$ cat config.mk
export PLATFORM = sky130hd
export DESIGN_NAME = sram_bus_initiator
export DESIGN_NICKNAME = d
export VERILOG_FILES = /design/src/rtl/nora_mem_pkg.sv /design/src/rtl/sram_bus_initiator.sv
export SDC_FILE = /design/constraint.sdc
export NUM_CORES = 1
export LEC_CHECK = 0
export BUFFER_PORTS_ARGS = -buffer_cell sky130_fd_sc_hd__buf_4
export CORE_ASPECT_RATIO = 1.4
export CORE_MARGIN = 3
export CORE_UTILIZATION = 30
export CTS_CLUSTER_SIZE = 14
export DETAILED_ROUTE_END_ITERATION = 6
export SYNTH_ARGS = -nofsm -noshare
export SYNTH_HDL_FRONTEND = slang
export SYNTH_SLANG_ARGS = --single-unit
$ cat constraint.sdc
create_clock -name clk -period 2.9 [get_ports clk]
set_input_delay 0.29 -clock clk [delete_from_list [all_inputs] [get_ports clk]]
set_output_delay 0.29 -clock clk [all_outputs]
set_load 0.02 [all_outputs]
$ cat src/rtl/nora_mem_pkg.sv
// rtl/nora_mem_pkg.sv - state encoding and timing-parameter bounds for the SRAM bus initiator
package nora_mem_pkg;

  typedef enum logic [2:0] {
    S_IDLE,
    S_WAIT_GNT,
    S_SETUP,
    S_RD_STROBE,
    S_WR_STROBE,
    S_HOLD,
    S_DONE
  } state_t;

  // A timing value must be loadable into the down-counter and must not be zero.
  function automatic bit timing_ok(input int value, input int cnt_w);
    return (value >= 1) && (value <= (1 << cnt_w) - 1);
  endfunction

endpackage

$ cat src/rtl/sram_bus_initiator.sv
// rtl/sram_bus_initiator.sv - single-cycle SRAM read/write initiator with programmable strobe timing
module sram_bus_initiator
  import nora_mem_pkg::*;
#(
  parameter int ADDR_SETUP = 1,
  parameter int RD_CYCLES  = 3,
  parameter int WR_CYCLES  = 2,
  parameter int DATA_HOLD  = 1,
  parameter int CNT_W      = 4
) (
  input  logic        clk,
  input  logic        resetn,
  input  logic        req_i,
  input  logic        rw_i,
  input  logic [20:0] addr_i,
  input  logic [7:0]  wdata_i,
  output logic        ack_o,
  output logic [7:0]  rdata_o,
  output logic        busy_o,
  input  logic        bus_grant,
  output logic [20:0] mem_addr_o,
  output logic        mem_addr_oe,
  output logic [7:0]  mdata_o,
  output logic        mdata_oe,
  input  logic [7:0]  mdata_i,
  output logic        m1csn_o,
  output logic        mrdn_o,
  output logic        mwrn_o
);

  if (!timing_ok(ADDR_SETUP, CNT_W) || !timing_ok(RD_CYCLES, CNT_W) ||
      !timing_ok(WR_CYCLES, CNT_W) || !timing_ok(DATA_HOLD, CNT_W)) begin : g_bad_timing
    $error("sram_bus_initiator: timing parameter is zero or exceeds the counter width");
  end

  localparam logic [CNT_W-1:0] L_ONE   = CNT_W'(1);
  localparam logic [CNT_W-1:0] L_SETUP = CNT_W'(ADDR_SETUP);
  localparam logic [CNT_W-1:0] L_RD    = CNT_W'(RD_CYCLES);
  localparam logic [CNT_W-1:0] L_WR    = CNT_W'(WR_CYCLES);
  localparam logic [CNT_W-1:0] L_HOLD  = CNT_W'(DATA_HOLD);

  state_t            r_state;
  logic [CNT_W-1:0]  r_cnt;
  logic              r_rw;
  logic [20:0]       r_addr;
  logic [7:0]        r_wdata;

  always_ff @(posedge clk or negedge resetn) begin
    if (!resetn) begin
      r_state     <= S_IDLE;
      r_cnt       <= '0;
      r_rw        <= 1'b0;
      r_addr      <= '0;
      r_wdata     <= '0;
      ack_o       <= 1'b0;
      busy_o      <= 1'b0;
      rdata_o     <= '0;
      mem_addr_o  <= '0;
      mem_addr_oe <= 1'b0;
      mdata_o     <= '0;
      mdata_oe    <= 1'b0;
      m1csn_o     <= 1'b1;
      mrdn_o      <= 1'b1;
      mwrn_o      <= 1'b1;
    end else begin
      case (r_state)
        S_IDLE: begin
          if (req_i) begin
            r_rw    <= rw_i;
            r_addr  <= addr_i;
            r_wdata <= wdata_i;
            busy_o  <= 1'b1;
            r_state <= S_WAIT_GNT;
          end
        end
        S_WAIT_GNT: begin
          if (bus_grant) begin
            mem_addr_o  <= r_addr;
            mem_addr_oe <= 1'b1;
            m1csn_o     <= 1'b0;
            if (!r_rw) begin
              mdata_o  <= r_wdata;
              mdata_oe <= 1'b1;
            end
            r_cnt   <= L_SETUP;
            r_state <= S_SETUP;
          end
        end
        S_SETUP: begin
          if (r_cnt == L_ONE) begin
            if (r_rw) begin
              mrdn_o  <= 1'b0;
              r_cnt   <= L_RD;
              r_state <= S_RD_STROBE;
            end else begin
              mwrn_o  <= 1'b0;
              r_cnt   <= L_WR;
              r_state <= S_WR_STROBE;
            end
          end else begin
            r_cnt <= r_cnt - L_ONE;
          end
        end
        S_RD_STROBE: begin
          // Data is captured on the last strobe cycle, together with strobe release.
          if (r_cnt == L_ONE) begin
            rdata_o     <= mdata_i;
            mrdn_o      <= 1'b1;
            m1csn_o     <= 1'b1;
            mem_addr_oe <= 1'b0;
            ack_o       <= 1'b1;
            r_state     <= S_DONE;
          end else begin
            r_cnt <= r_cnt - L_ONE;
          end
        end
        S_WR_STROBE: begin
          if (r_cnt == L_ONE) begin
            mwrn_o  <= 1'b1;
            r_cnt   <= L_HOLD;
            r_state <= S_HOLD;
          end else begin
            r_cnt <= r_cnt - L_ONE;
          end
        end
        S_HOLD: begin
          if (r_cnt == L_ONE) begin
            mdata_oe    <= 1'b0;
            mem_addr_oe <= 1'b0;
            m1csn_o     <= 1'b1;
            ack_o       <= 1'b1;
            r_state     <= S_DONE;
          end else begin
            r_cnt <= r_cnt - L_ONE;
          end
        end
        S_DONE: begin
          ack_o   <= 1'b0;
          busy_o  <= 1'b0;
          r_state <= S_IDLE;
        end
        default: r_state <= S_IDLE;
      endcase
    end
  end

endmodule

==> impl_results.md, run 1 <==
- Antenna Nets Post-Route: 0
- FF+latch count, synth: around 80
- Syn_nets: about 280
- I/O Pins: 86
- Clock latency on the worst-skew pair: 0.32 ns
- Setup_tns: 0 ns
- Yosys warning count: 0
- RSZ-0062 raised after global routing: no
- Cts hold-fix bufs: 0
- Final worst path period need: a little over 2 ns
- Worst Setup Start Kind: register
- Final setup viols: 0
- Worst r2r path cells: 4
- GPL Wtd Cong: 0.7591
- Fill cells: a little over 1000
- Maximum VDD drop: approximately 490 uV
- Setup Skew: about 0.0053 ns
- CTS buffer count: 9
- Die ar.: between 0.01 and 0.015 mm^2
- Worst slew pin tran: between 1 and 1.5 ns
- Most frequent cells after synthesis: dfrtp_1, mux2_2, mux2_1, nand2_1, o21ai_0
- Initial drt markers: 122
- Hpwl dp: 4849 um
- Ys flop type: dfrtp_1
- DRC errors left: 0
- Crit Path Category: register to register
- Largest net degree at the start of global routing: around 80
- PD cells: 1202 mW/mm^2
- Synthesized instance count: between 200 and 250
- Pleak: approximately 2 nW
- Initial core utilization: roughly 31%
- Mean Syn Cell Area: around 14 um^2
- Worst reg2reg startpoint: r_state[0]
- First-pass GRT wire length: between 10000 and 15000 um
- Syn Std Cell Area: 0.003356 mm^2
- WP data arrival: ~2.3 ns
- CTS tree: done
- Library cells used by synthesis: 44
- Number of nets in the layout: 370
- Post_cts resized: 0
- Crit. End Element: register
- Clock root cell: clkbuf_16
- Fraction of registers with async set/reset: 100.0%
- Drt via density: 4.725
- Max-Cap Viols: 0
- Rows: 45
- Synth top area share: 58.17%
- DR pass1 iterations: 4
- Cell taking the most area after synthesis: dfrtp_1
- Postcts setup bufs: 0
- Post-Route WL: 6886 um
- Final Max Slew Viols: 0
- Total gr overflow: 0
- Fin crit share: between 70% and 80%
- Number of synthesized flops with an enable pin: 0
- PortBufs: between 80 and 90
- Via Count: about 2200
- Count leader, synth: dfrtp_1
- Synth top area cells: dfrtp_1, mux2_2, mux2_1, dfstp_2, o21ai_0
- Worst flop-to-flop path endpoint: mdata_o[2]
- Hold Vio Cnt, Final: 0
- Die height: 131.1 um
- Fraction of layout cells with a size suffix above 1: ~51%
- H-tree lvl count: 3
- Area grow syn2layout: 32.89%
- Slew Limit Headroom: around 33%
- Register area share after synthesis: approximately three fifths
- R2R Setup Slk: ~0.83 ns
- Diode count: 0
- Clock Path Buffers: 2
- WP data required: about 3.1 ns
- Fin cells: between 400 and 500
- Core area: 0.01087 mm^2
- Max FO, Critical Path: 16
- Setup crit end: mdata_o[2]
- Worst min path class: primary input to async pin
- Clock slew at reported path FFs: ~0.060 ns
- WL per Instance: about 15 um
- Die X: ~95 um
- GRT Overall Usage: between 10% and 20%
- Initial antenna violation count: 0
- Clock sink count: between 80 and 90
- Vias in the first global route: 2339
- Placed insts: about 460
- Crit. Startpoint: r_state[0]
- Fmax: between 400 and 500 MHz
- Status: completed
cell type report:
| cell class | count | area (um^2) | area share [%] |
|---|---|---|---|
| sequential | 81 | 2031 | 45.54 |
| multi-input combinational | 140 | 1250 | 28.03 |
| timing repair buffer | 87 | 653.1 | 14.65 |
| clock buffer | 12 | 246.5 | 5.527 |
| tap | 141 | 176.4 | 3.956 |
| clock inverter | 4 | 76.32 | 1.712 |
| inverter | 7 | 26.28 | 0.5892 |
sequential cells by signal, indices dropped and copies added, names as in the netlist, 3 cells and up:
signal and cells:
mem_addr_o 21, r_addr 21, r_wdata 8, rdata_o 8, r_cnt 4, r_state 3
mdata_o 8
worst min path at each step:
stage          startpoint    endpoint  slack, ns  cells after the start
5_1_grt        wdata_i[5]  r_wdata[5]       0.17                      2
6_report           resetn    mdata_oe       0.14                      1
4_1_cts        wdata_i[5]  r_wdata[5]       0.17                      2
3_3_place_gp   r_wdata[5]  r_wdata[5]       0.47                      1
2_1_floorplan      resetn       ack_o     -0.006                      0
3_5_place_dp   r_wdata[3]  mdata_o[3]       0.48                      1
per-stage QoR:
step / hold WS [ns] / setup WS, ns / power [mW] / cell area [um^2] / util [%]
after global placement: 0.4681 / 0.8772 / 4.148 / 4136 / 38.07
after detailed placement: 0.4789 / 0.8468 / 4.214 / 4136 / 38.07
after floorplan: -0.005591 / 1.253 / 3.396 / 3356 / -
final: 0.1358 / 0.8318 / 5.362 / 4459 / 41.04
after global routing: 0.1704 / 0.7233 / 5.717 / 4459 / 41.04
after CTS: 0.1677 / 0.8421 / 5.441 / 4459 / 41.04
power breakdown:
group          leakage (nW)  internal (mW)  total, mW  switching, mW
sequential            0.957           1.70       2.09          0.389
clock                 0.153          0.779       1.20          0.423
combinational         0.898           1.07       2.07           1.00
total                  2.01           3.55       5.36           1.82
cells in the final DEF, fill, tap and decap left out, types with 2 or more instances in the layout:
master	instances
a21oi_1	7
a31oi_1	2
buf_4	87
bufinv_16	2
clkbuf_1	2
clkbuf_16	9
dfrtp_1	78
dfstp_2	3
ha_1	2
inv_1	6
mux2_1	9
mux2_2	57
mux2i_1	2
nand2_1	9
nand2b_1	2
nor2_1	3
nor2b_1	4
nor3_1	3
nor3b_4	2
nor4_1	2
o21ai_0	9
o22a_1	3
or3_1	2
routing by layer:
layer	share of wire [%]	global-route usage (%)	wire length (um)	vias to the layer above
met2	53	19.36	3674	64
met3	5.6	3.608	383	12
met5	0	0	0	-
met4	1.4	4.668	98	0
met1	40	13.81	2730	1118
li1	-	-	-	1036
critical path, stage by stage (launching register included):
cell and delay (ns):
dfrtp_1 0.74, inv_2 0.19, nor3b_4 0.22, and2_1 0.43, mux2_1 0.37
kinds of logic (layout without fill, tap and decap cells):
kind of cell,after synthesis,after routing,share of synthesized area [%]
flops,81,81,60.51
mux,68,68,22.74
simple gates,36,36,6.637
compound gates,33,33,6.488
buf+inv,18,110,2.610
fa+ha+maj,2,2,0.7456
xor+xnor,1,1,0.2610
Power figures use the tool's default switching activity.
==> run 2, diff against run 1 <==
Clock period 2.9 ns to 2.2 ns, I/O delays scaled along.
==> run 2 against run 1 <==
Compared with the run above: clock-buffer cell count shrank 2; highest routed layer unchanged; critical path depth grew 2; critical path type unchanged; sequential share of layout area shrank 0.70 points.
==> impl_results.md, run 2 (same netlist as run 1, synthesis figures left out) <==
- Die X: 95.39 um (unchanged)
- Final worst path period need: 1.896 ns (was 2.068 ns)
- Clock root cell: clkbuf_16 (unchanged)
- Placed inst area: 0.004192 mm^2 (was 0.004136 mm^2)
- Initial antenna violation count: 0 (unchanged)
- Worst min path class: primary input to register (was primary input to async pin)
- PortBufs: 85 (unchanged)
- DRC errors left: 0 (unchanged)
- Maximum VDD drop: 616.7 uV (was 485.5 uV)
- WP data arrival: 2.15 ns (was 2.28 ns)
- DR pass1 iterations: 4 (unchanged)
- Worst slew pin tran: 0.7069 ns (was 1.006 ns)
- Post_cts resized: 0 (unchanged)
- Number of nets in the layout: 375 (was 370)
- Rows: 45 (unchanged)
- Hold Path Sink: r_rw
- PD cells: 1578 mW/mm^2 (was 1202 mW/mm^2)
- Post-route cell area: 0.004529 mm^2 (was 0.004459 mm^2)
- Max FO, Critical Path: 4 (was 16)
- Slowest-stage cell, CP: nor4b_1 (was dfrtp_1)
- Hold depth: 3
- Largest regs: mem_addr_o x21, r_addr x21 (unchanged)
- WL per Instance: 14.98 um (was 14.59 um)
- CTS tree: done (unchanged)
- Hold WS: 0.1166 ns (was 0.1358 ns)
- WP data required: 2.45 ns (was 3.11 ns)
- Fmax: 527.4 MHz (was 483.5 MHz)
- Pleak: 2.041 nW (was 2.008 nW)
- Final setup viols: 0 (unchanged)
- Most common cell after layout, fill and taps aside: buf_4 (unchanged)
- First-pass GRT wire length: 11850 um (was 11410 um)
- Diode count: 0 (unchanged)
- CP bufs+invs: 1 (unchanged)
- Crit. End Element: register (unchanged)
- R2R Setup Slk: 0.30 ns (was 0.83 ns)
- I/O Pins: 86 (unchanged)
- Vias in the first global route: 2390 (was 2339)
- Status: completed (unchanged)
- Most frequent cells in the layout: buf_4, dfrtp_1, mux2_2 (unchanged)
- Total gr overflow: 0 (unchanged)
- Slew Limit Headroom: 52.21% (was 32.92%)
- Die ar.: 0.01251 mm^2 (unchanged)
- CP max stage delay: 0.60 ns (was 0.74 ns)
- GRT Overall Usage: 12.18% (was 11.66%)
- Fraction of layout cells with a size suffix above 1: 52.38% (was 51.36%)
- GPL Wtd Cong: 0.7957 (was 0.7591)
- CTS buffer count: 9 (unchanged)
- Setup Skew: 0.007500 ns (was 0.005307 ns)
- Clock latency on the worst-skew pair: 0.33 ns (was 0.32 ns)
- Hold Crit Start: rw_i
- Drt via density: 4.690 (was 4.725)
- Core Util, Final: 41.68% (was 41.04%)
- Critical path cell sequence: inv_1 -> ha_1 -> nor4b_1 -> nand2_1 -> o21a_1 -> o22a_1 (was inv_2 -> nor3b_4 -> and2_1 -> mux2_1)
- Core area: 0.01087 mm^2 (unchanged)
- Area grow syn2layout: 34.97% (was 32.89%)
- Final Max Slew Viols: 0 (unchanged)
- Fin crit share: 86.19% (was 71.32%)
- Worst r2r path cells: 6 (was 4)
- Crit path max-delay family: simple AND/OR/NAND/NOR gates (was flip-flops)
- Crit Path Category: register to register (unchanged)
- Worst Setup Start Kind: register (unchanged)
- Clock Path Buffers: 2 (unchanged)
- Hold Vio Cnt, Final: 0 (unchanged)
- Max-Cap Viols: 0 (unchanged)
- Post-Route WL: 7146 um (was 6886 um)
- Setup_tns: 0 ns (unchanged)
- Fill cells: 1041 (was 1024)
- Initial drt markers: 52 (was 122)
- Antenna Nets Post-Route: 0 (unchanged)
- Hpwl dp: 5099 um (was 4849 um)
- H-tree lvl count: 3 (unchanged)
- Clock sink count: 81 (unchanged)
- RSZ-0062 raised after global routing: no (unchanged)
- Worst flop-to-flop path endpoint: mwrn_o (was mdata_o[2])
- Worst reg2reg startpoint: r_cnt[1] (was r_state[0])
- Clock slew at reported path FFs: 0.06 ns (about the same)
- Largest net degree at the start of global routing: 46 (was 82)
- Initial core utilization: 30.88% (unchanged)
- Die height: 131.1 um (unchanged)
- Via Count: 2237 (was 2230)
-- run 2: power by group --
group          internal, mW  switching (mW)  total, mW
Clock                  1.03           0.592       1.62
Combinational          1.45            1.38       2.83
Sequential             2.24           0.458       2.70
-- run 2: worst max-delay path by stage --
stage | start | to | slack (ns) | cells past startpoint
floorplan | r_cnt[1] | rdata_o[0] | 0.55 | 6
global placement | r_cnt[1] | mwrn_o | 0.32 | 6
detailed placement | r_cnt[1] | mwrn_o | 0.29 | 6
CTS | r_cnt[1] | mwrn_o | 0.28 | 6
global route | r_cnt[1] | mwrn_o | 0.12 | 6
finish | r_cnt[1] | mwrn_o | 0.30 | 6
-- run 2: through the flow --
stage               cells  total power, mW  worst slack (ns)
global route          477            7.610            0.1218
global placement      460            5.526            0.3224
floorplan             239            4.476            0.5528
CTS                   477            7.262            0.2790
finish                477            7.149            0.3039
detailed placement    460            5.607            0.2914
-- run 2: tightest hold or removal path: cells and delay by family --
family          cells  cell delay, ns
buf+inv             1            0.08
compound gates      1            0.07
simple gates        1            0.03
-- run 2: what timing repair did --
item / CTS / global route
endpoints found under the hold margin: 40 / 0
setup buffers: 0 / 0
hold buffers: 1 / 0
-- run 2: area by class of cell --
type,instances,area (um^2),area share (%)
well taps,141,176.4,3.895
inverters,7,26.28,0.5801
multi-input cells,140,1250,27.60
clock buffers,10,239.0,5.276
flip-flops and latches,81,2031,44.83
clock inverters,6,88.84,1.961
repair buffers,92,718.2,15.86
-- run 2: layer usage --
metal / GRT usage [%] / up-vias / routed length [um]
met3: 3.666 / 8 / 398
met4: 4.747 / 0 / 95
li1: - / 1041 / -
met2: 20.84 / 60 / 3796
met1: 13.96 / 1128 / 2856
met5: 0 / - / 0
